## src/rtl/message_scroller.sv

```systemverilog
// Scrolling message driver for multiplexed 7-segment displays: debounced next/prev
// buttons and an auto-scroll timer move a NUM_DIGITS-wide window over a writable buffer.
module message_scroller #(
    parameter int NUM_DIGITS      = 4,
    parameter int MSG_DEPTH       = 16,
    parameter int CHAR_W          = 4,
    parameter int DEBOUNCE_CYCLES = 65536,
    parameter int REFRESH_CYCLES  = 1024,
    parameter int AUTO_CYCLES     = 2 ** 22,
    localparam int AW = (MSG_DEPTH > 1) ? $clog2(MSG_DEPTH) : 1
) (
    input  logic                  clk,
    input  logic                  reset,
    input  logic                  btn_next,
    input  logic                  btn_prev,
    input  logic                  auto_en,
    input  logic                  wr_en,
    input  logic [AW-1:0]         wr_addr,
    input  logic [CHAR_W-1:0]     wr_data,
    output logic [NUM_DIGITS-1:0] an,
    output logic [CHAR_W-1:0]     digit_char,
    output logic [AW-1:0]         pointer,
    output logic                  step
);

    localparam int DW  = (NUM_DIGITS > 1) ? $clog2(NUM_DIGITS) : 1;
    localparam int DBW = (DEBOUNCE_CYCLES > 1) ? $clog2(DEBOUNCE_CYCLES) : 1;
    localparam int RW  = (REFRESH_CYCLES > 1) ? $clog2(REFRESH_CYCLES) : 1;
    localparam int TW  = (AUTO_CYCLES > 1) ? $clog2(AUTO_CYCLES) : 1;

    localparam logic [AW-1:0]  PTR_LAST  = AW'(MSG_DEPTH - 1);
    localparam logic [AW:0]    DEPTH_W   = (AW + 1)'(MSG_DEPTH);
    localparam logic [AW:0]    OFS_BASE  = (AW + 1)'(NUM_DIGITS - 1);
    localparam logic [DW-1:0]  DIG_LAST  = DW'(NUM_DIGITS - 1);
    localparam logic [DBW-1:0] DB_LAST   = DBW'(DEBOUNCE_CYCLES - 1);
    localparam logic [RW-1:0]  REF_LAST  = RW'(REFRESH_CYCLES - 1);
    localparam logic [TW-1:0]  AUTO_LAST = TW'(AUTO_CYCLES - 1);

    // Bit order of the synchroniser chain: {auto, prev, next}
    logic [2:0]            sync1_q, sync2_q;
    logic [1:0]            accepted_q, press_q;
    logic [DBW-1:0]        db_cnt_q [2];
    logic [TW-1:0]         auto_cnt_q;
    logic [AW-1:0]         pointer_q, ptr_d, ptr_inc, ptr_dec;
    logic                  step_q, step_d;
    logic [RW-1:0]         refresh_q;
    logic [DW-1:0]         digit_idx_q;
    logic [CHAR_W-1:0]     buffer_q [MSG_DEPTH];
    logic [AW:0]           rd_sum;
    logic [AW-1:0]         rd_idx;
    logic [NUM_DIGITS-1:0] an_q, an_d, digit_onehot;
    logic [CHAR_W-1:0]     char_q;
    logic                  press_next, press_prev, auto_tick, take_tick, btn_step;

    always_ff @(posedge clk or negedge reset) begin
        if (!reset) begin
            sync1_q <= '0;
            sync2_q <= '0;
        end else begin
            sync1_q <= {auto_en, btn_prev, btn_next};
            sync2_q <= sync1_q;
        end
    end

    // A level that differs from the accepted one must stay put for DEBOUNCE_CYCLES
    // cycles; only a newly accepted 1 produces a press pulse.
    always_ff @(posedge clk or negedge reset) begin
        if (!reset) begin
            accepted_q <= '0;
            press_q    <= '0;
            for (int b = 0; b < 2; b++) db_cnt_q[b] <= '0;
        end else begin
            for (int b = 0; b < 2; b++) begin
                press_q[b] <= 1'b0;
                if (sync2_q[b] == accepted_q[b]) begin
                    db_cnt_q[b] <= '0;
                end else if (db_cnt_q[b] == DB_LAST) begin
                    db_cnt_q[b]   <= '0;
                    accepted_q[b] <= sync2_q[b];
                    press_q[b]    <= sync2_q[b];
                end else begin
                    db_cnt_q[b] <= db_cnt_q[b] + 1'b1;
                end
            end
        end
    end

    assign press_next = press_q[0] & ~press_q[1];
    assign press_prev = press_q[1] & ~press_q[0];
    assign btn_step   = press_next | press_prev;
    assign auto_tick  = sync2_q[2] && (auto_cnt_q == AUTO_LAST);
    // Any button activity, including a cancelling next+prev pair, suppresses the tick.
    assign take_tick  = auto_tick & ~press_q[0] & ~press_q[1];
    assign ptr_inc    = (pointer_q == PTR_LAST) ? '0 : pointer_q + 1'b1;
    assign ptr_dec    = (pointer_q == '0) ? PTR_LAST : pointer_q - 1'b1;

    always_comb begin
        ptr_d  = pointer_q;
        step_d = 1'b0;
        if (press_next || take_tick) begin
            ptr_d  = ptr_inc;
            step_d = 1'b1;
        end else if (press_prev) begin
            ptr_d  = ptr_dec;
            step_d = 1'b1;
        end
    end

    always_ff @(posedge clk or negedge reset) begin
        if (!reset) begin
            pointer_q  <= '0;
            step_q     <= 1'b0;
            auto_cnt_q <= '0;
        end else begin
            pointer_q <= ptr_d;
            step_q    <= step_d;
            if (!sync2_q[2] || btn_step || auto_cnt_q == AUTO_LAST) auto_cnt_q <= '0;
            else auto_cnt_q <= auto_cnt_q + 1'b1;
        end
    end

    always_ff @(posedge clk or negedge reset) begin
        if (!reset) begin
            refresh_q   <= '0;
            digit_idx_q <= DIG_LAST;
        end else if (refresh_q == REF_LAST) begin
            refresh_q   <= '0;
            digit_idx_q <= (digit_idx_q == '0) ? DIG_LAST : digit_idx_q - 1'b1;
        end else begin
            refresh_q <= refresh_q + 1'b1;
        end
    end

    always_ff @(posedge clk or negedge reset) begin
        if (!reset) begin
            for (int i = 0; i < MSG_DEPTH; i++) buffer_q[i] <= CHAR_W'(i);
        end else if (wr_en && ({1'b0, wr_addr} < DEPTH_W)) begin
            buffer_q[wr_addr] <= wr_data;
        end
    end

    // Digit k shows entry pointer + (NUM_DIGITS-1-k); the sum never reaches 2*MSG_DEPTH.
    always_comb begin
        rd_sum = {1'b0, pointer_q} + OFS_BASE - (AW + 1)'(digit_idx_q);
        rd_idx = (rd_sum >= DEPTH_W) ? rd_sum[AW-1:0] - DEPTH_W[AW-1:0] : rd_sum[AW-1:0];
        digit_onehot = NUM_DIGITS'(1) << digit_idx_q;
        an_d = (refresh_q == '0) ? '1 : ~digit_onehot;
    end

    always_ff @(posedge clk or negedge reset) begin
        if (!reset) begin
            an_q   <= '1;
            char_q <= '0;
        end else begin
            an_q   <= an_d;
            char_q <= buffer_q[rd_idx];
        end
    end

    assign an         = an_q;
    assign digit_char = char_q;
    assign pointer    = pointer_q;
    assign step       = step_q;

endmodule

```

## config.mk

```make
export PLATFORM = sky130hd
export DESIGN_NAME = message_scroller
export DESIGN_NICKNAME = d
export VERILOG_FILES = /design/src/rtl/message_scroller.sv
export SDC_FILE = /design/constraint.sdc
export NUM_CORES = 1
export LEC_CHECK = 0
export BUFFER_PORTS_ARGS = -buffer_cell sky130_fd_sc_hd__buf_2
export CAP_MARGIN = 20
export CORE_UTILIZATION = 60
export DETAILED_ROUTE_END_ITERATION = 16
export PLACE_DENSITY = 0.9
export SYNTH_ARGS = -nofsm -noshare
export SYNTH_HDL_FRONTEND = slang
export SYNTH_SLANG_ARGS = --single-unit
```

## constraint.sdc

```tcl
create_clock -name clk -period 4.5 [get_ports clk]
set_input_delay 0.675 -clock clk [delete_from_list [all_inputs] [get_ports clk]]
set_output_delay 0.675 -clock clk [all_outputs]
set_load 0.05 [all_outputs]
```

==> impl_metrics.tcl, run 1 <==
set metrics [dict create \
    critPathMaxStageDelay_ps 910 \
    drt_iter0_drc 327 \
    synth_mux_area_frac 0.1699 \
    diodes 0 \
    dieArea_um2 12240 \
    power.share.sequential 0.487 \
    synth_edf_count 0 \
    drive_above_1_share 0.2864 \
    synthTopCellsByCount "dfrtp_1, nor2_1, mux2_2" \
    setup.worst_path.end_class "register" \
    hpwl_um 9639 \
    antenna_found_initial 0 \
    clock-root-buffer "clkbuf_16" \
    fin_skew_ps 7.887 \
    post_cts.repair.setup_buffers 0 \
    fin_crit_ps 2800 \
    die_w_um 110.7 \
    p_per_area_nw_per_um2 436.5 \
    cts_sinks 153 \
    ctsResizeCount 0 \
    wl_um 14050 \
    holdCritPathClass "input pin to asynchronous set/reset pin" \
    ys_seq_area_frac 0.5473 \
    yosys_warnings 0 \
    yosys.area_share.simple 0.1420 \
    regToRegSetupSlack_ps 1700 \
    crit_path_start_kind "register" \
    drt_pass1_iterations 5 \
    clock_latency_ps 420 \
    gr-total-overflow 0 \
    rsz0062_at_grt "no" \
    grt_max_degree 130 \
    fillCellCount 751 \
    ys_seq_elements 153 \
    critPathSlowestCell "ha_1" \
    ys_types 40 \
    synthCells 573 \
    yosysTopAreaCellShare 0.4063 \
    cts_buffers 17 \
    synth_xor_area_frac 0.07172 \
    peakVddDrop_mv 0.4644 \
    worst-path-stages 4 \
    synth_flop_cell "dfrtp_1" \
    synth_top_family_by_area "multiplexers" \
    die_y_um 110.7 \
    ant_nets 0 \
    async_reset_ff_frac 1.000 \
    synth_area_um2 7083 \
    cpMostUsedCell "mux4_2" \
    track_usage 0.2517 \
    netlist.top_cell.by_area "dfrtp_1" \
    clockBufferDepth 2 \
    syn_area_per_cell_um2 12.36 \
    synth_area_leaders "dfrtp_1, dfstp_2, mux2_2" \
    post-route-drc-count 0 \
    pin_count 27 \
    leakage_nw 3.455 \
    worst-path-buf-inv 1 \
    setup_tns_ps 0 \
    r2r_cells 4 \
    cp_data_required_time_ps 4790 \
    vias 4518 \
    switching_share 0.2324 \
    wl_per_cell_um 18.46 \
    internal-power_w 0.002662 \
    area_delta_synth_final_pct 12.21 \
    reg2reg_from "digit_idx_q[0]" \
    grt_first_pass_wirelength_um 24030 \
    tightest_slew_ps 937.7 \
    timing.final.crit_share 0.6222 \
    start_util 0.6177 \
    fmax_mhz 357.2 \
    setup_viol 0 \
    crit_path_end "digit_char[1]" \
    critPathLaunch "digit_idx_q[0]" \
    io_buffers 26 \
    critPathKind "register to register" \
    holdWs_ps 104.8 \
    holdBufCountCts 0 \
    synth_compound_area_frac 0.01431 \
    finalNetCount 637 \
    postSynthNetCount 605 \
    max_slew_margin 0.3749 \
    maxCapViolations 0 \
    maxSlewViolCount 0 \
    crit_family "multiplexers" \
    viasPerCell 5.937 \
    p_sw_w 0.0008063 \
    status "finished clean" \
    htreeDepth 4 \
    finalHoldViolations 0 \
    rows 39 \
    synth.most_common_cell "dfrtp_1" \
    yosys.area_share.adder 0.03286 \
    coreArea_um2 11470 \
    pwr-share-clk 0.418 \
    grt_pass1_vias 4846 \
    r2r_end "digit_char[1]" \
    clk_pin_slew_worst_paths_ps 60 \
    crit_chain "inv_1 -> ha_1 -> mux4_2 -> mux4_2" \
    crit_arrival_ps 3090 \
    gp_congestion 0.8590 \
    worstPathMaxFanout 16 \
    cts_tree "done" \
    pwr-share-comb 0.095 \
]
==> area by class of cell <==
class / count / area (um^2) / area share
sequential: 153 / 3876 / 0.4877
multi-input combinational: 388 / 3052 / 0.3840
clock buffer: 21 / 460.4 / 0.05793
tap: 143 / 178.9 / 0.02251
timing repair buffer: 28 / 171.4 / 0.02157
clock inverter: 11 / 145.1 / 0.01826
inverter: 17 / 63.81 / 0.008029
==> cells by family after synthesis <==
family                     count (synthesis)
adders and majority gates                 18
xor gates and xnor gates                  58
and+or+nand+nor                          208
muxes                                     87
DFF                                      153
buffers and inverters                     32
AOI/OAI and AO/OA                         17
==> state kept, by name, indices dropped and copies added (netlist names) <==
name         flops
press_q          2
step             1
refresh_q       10
accepted_q       2
digit_char       4
sync2_q          3
buffer_q        64
pointer          4
digit_idx_q      2
db_cnt_q        32
auto_cnt_q      22
an               4
sync1_q          3
==> layer usage <==
metal  vias to the layer above  GRT usage  share of wire
met3                        39    0.06397          0.048
met2                       136     0.4224           0.52
met5                         -          0              0
met1                      2294     0.3170           0.41
met4                         0    0.09244          0.027
li1                       2049          -              -
==> worst register-to-register path: cells and delay by family (launching register included) <==
family	cells	cell delay [ps]
buf+inv	1	90
flops	1	570
mux	2	1100
fa+ha+maj	1	910
==> worst min path at each step <==
| stage | from | endpoint | slack, ps | depth (start not counted) |
|---|---|---|---|---|
| floorplan | sync1_q[0] | sync2_q[0] | 330 | 0 |
| global placement | sync1_q[1] | sync2_q[1] | 330 | 0 |
| detailed placement | sync1_q[2] | sync2_q[2] | 330 | 0 |
| CTS | auto_en | sync1_q[2] | 350 | 1 |
| global route | reset | refresh_q[1] | 120 | 1 |
| finish | reset | auto_cnt_q[14] | 100 | 1 |
==> power by group through the flow <==
stage          sequential (W)  clock (W)  combinational [W]
2_1_floorplan         0.00168          0           0.000218
3_3_place_gp          0.00170          0           0.000306
3_5_place_dp          0.00171          0           0.000330
4_1_cts               0.00168    0.00147           0.000332
5_1_grt               0.00170    0.00152           0.000360
6_report              0.00169    0.00145           0.000331
==> cells in the final DEF (no fill, tap or decap), types with 4 or more instances in the layout <==
cell type,instances
ha_1,17
nor3_1,5
nor3b_1,4
mux2_2,58
nand3_1,33
buf_2,25
inv_1,17
mux2_1,8
o21ai_0,6
dfrtp_1,115
nand4_1,12
xnor2_1,22
and2_1,6
dfstp_2,38
clkbuf_16,17
mux4_2,20
nand2_1,30
nor2_1,83
xor2_1,36
nand2b_1,7
and4_1,5
and3_1,9
==> metrics by stage <==
| stage | cells | total power [W] | area (um^2) | setup WS (ps) | utilization |
|---|---|---|---|---|---|
| final | 761 | 0.003469 | 7948 | 1700 | 0.6931 |
| after global routing | 761 | 0.003582 | 7948 | 1510 | 0.6931 |
| after CTS | 760 | 0.003485 | 7920 | 1646 | 0.6907 |
| after detailed placement | 728 | 0.002036 | 7315 | 1666 | 0.6379 |
| after global placement | 728 | 0.002009 | 7315 | 1809 | 0.6379 |
| after floorplan | 573 | 0.001895 | 7083 | 1687 | - |
(Power assumes the default switching activity.)
==> run 2, diff against run 1 <==
- CORE_UTILIZATION: 60 -> 56
- PLACE_DENSITY: 0.9 -> 0.88
- clock period: 4.5 -> 2.3 ns (I/O delays scaled with it)
==> run 2 against run 1 <==
Against the previous run: the flow now finishes with violations (negative setup slack); clock power up 83%; final cell count up 4.7%; flip-flop and latch count unchanged; combinational power up 100%; utilization down 2.4 points; total power up 91%; non-clock buffer count up 11; maximum frequency up 21%; die area up 7.0%; worst hold slack worse by 80 ps; design area up 2.4%; register-to-register slack worse by 1700 ps; largest cell class unchanged.
==> impl_metrics.tcl, run 2 (synthesized netlist as in run 1, its figures left out) <==
set metrics [dict create \
    clk_pin_slew_worst_paths_ps 60 \
    violations "negative setup slack" \
    internal-power_w 0.004975 \
    whs_path_depth 1 \
    pin_count 27 \
    clockBufferDepth 2 \
    setup.worst_path.end_class "register" \
    ant_nets 0 \
    maxCapViolations 0 \
    grt_first_pass_wirelength_um 24740 \
    drive_above_1_share 0.3148 \
    gp_congestion 0.9267 \
    r2r_end "digit_char[3]" \
    crit_path_start_kind "register" \
    gr-total-overflow 0 \
    fin_ws_ps -13.21 \
    cts_buffers 17 \
    holdWs_ps 24.88 \
    r2r_cells 7 \
    fin_crit_ps 2313 \
    layout_commonest_cell "dfrtp_1" \
    largestRegisters "buffer_q: 64 flops, db_cnt_q: 32 flops, auto_cnt_q: 22 flops" \
    rows 40 \
    area_delta_synth_final_pct 14.87 \
    fin_cells 797 \
    antenna_found_initial 0 \
    power.share.sequential 0.499 \
    maxSlewViolCount 0 \
    p_per_area_nw_per_um2 815.1 \
    status "finished, violations left" \
    clock_latency_ps 430 \
    cp_data_required_time_ps 2600 \
    grt_pass1_vias 4881 \
    die_y_um 114.5 \
    coreArea_um2 12160 \
    diodes 0 \
    reg2reg_from "digit_idx_q[1]" \
    setup_viol 2 \
    rsz0062_at_grt "yes" \
    viasPerCell 5.689 \
    cts_sinks 153 \
    mostFrequentLayoutCells "dfrtp_1, nor2_1, mux2_2" \
    track_usage 0.2534 \
    p_total_w 0.006632 \
    clock-root-buffer "clkbuf_16" \
    holdCritPathClass "input pin to register" \
    setup_tns_ps -25.36 \
    regMostFlops "buffer_q" \
    wl_per_cell_um 18.48 \
    place_inst 761 \
    fmax_mhz 432.3 \
    p_sw_w 0.001657 \
    multi_input_area_um2 3110 \
    hpwl_um 9795 \
    wl_um 14730 \
    max_slew_margin 0.6108 \
    pwr-share-clk 0.401 \
    drt_pass1_iterations 4 \
    cts_tree "done" \
    fin_skew_ps 10.12 \
    regArea_um2 3879 \
    fillCellCount 841 \
    pwr-share-comb 0.101 \
    tightest_slew_ps 583.8 \
    io_buffers 26 \
    hold_path.startpoint "btn_next" \
    vias 4534 \
    post-route-drc-count 0 \
    dieArea_um2 13100 \
    peakVddDrop_mv 0.6023 \
    critPathKind "register to register" \
    drt_iter0_drc 377 \
    regToRegSetupSlack_ps -10 \
    leakage_nw 3.522 \
    crit_arrival_ps 2610 \
    grt_max_degree 64 \
    largest_reg_flops 64 \
    switching_share 0.2498 \
    worstPathMaxFanout 4 \
    die_w_um 114.5 \
    finalHoldViolations 0 \
    htreeDepth 4 \
    finalNetCount 648 \
    timing.final.crit_share 1.006 \
    start_util 0.5824 \
    hold_end "sync1_q[0]" \
]
[run 2: critical path: stages (launching register included)]
cell and delay [ps]:
dfstp_2 540, inv_2 50, ha_4 260, ha_4 110, inv_2 30, fa_2 380, xor2_4 260, mux4_2 550
[run 2: repair_timing]
item | 4_1_cts | 5_1_grt
endpoints found under the hold margin | 45 | 0
pin swaps | 3 | 2
hold buffers | 1 | 0
gates resized for setup | 8 | 0
endpoints found under the setup margin | 4 | 4
buffers inserted | 1 | 1
gates cloned | 1 | 0
[run 2: worst max path at each step]
| stage | from | end | slack (ps) |
|---|---|---|---|
| 2_1_floorplan | digit_idx_q[1] | digit_char[2] | 0.9 |
| 3_3_place_gp | digit_idx_q[1] | digit_char[3] | 20 |
| 3_5_place_dp | digit_idx_q[1] | digit_char[1] | -50 |
| 4_1_cts | digit_idx_q[1] | digit_char[1] | -40 |
| 5_1_grt | digit_idx_q[1] | digit_char[1] | -80 |
| 6_report | digit_idx_q[1] | digit_char[3] | -10 |
[run 2: cell type report]
type                       count  area share
inverter                      17    0.007843
clock inverter                13     0.01461
multi-input combinational    388      0.3823
sequential                   153      0.4767
timing repair buffer          39     0.03829
tap                          168     0.02583
clock buffer                  19     0.05444
[run 2: per-stage QoR]
| step | util | worst slack, ps | cell area, um^2 |
|---|---|---|---|
| after floorplan | - | 0.8751 | 7127 |
| after global placement | 0.6150 | 20.87 | 7480 |
| after detailed placement | 0.6150 | -50.43 | 7480 |
| after CTS | 0.6684 | -40.08 | 8129 |
| after global routing | 0.6690 | -78.66 | 8137 |
| final | 0.6690 | -13.21 | 8137 |
[run 2: power groups by stage]
stage               clock network, W  logic (W)  registers [W]
global placement                   0   0.000614        0.00332
detailed placement                 0   0.000658        0.00333
finish                       0.00266   0.000667        0.00331
global route                 0.00280   0.000720        0.00333
floorplan                          0   0.000427        0.00328
CTS                          0.00269   0.000672        0.00330
[run 2: metal layers]
layer	global-route usage	share of wire	up-vias
met2	0.4251	0.52	113
met4	0.1186	0.030	0
li1	-	-	2065
met5	0	0	-
met1	0.3028	0.41	2319
met3	0.07305	0.046	37
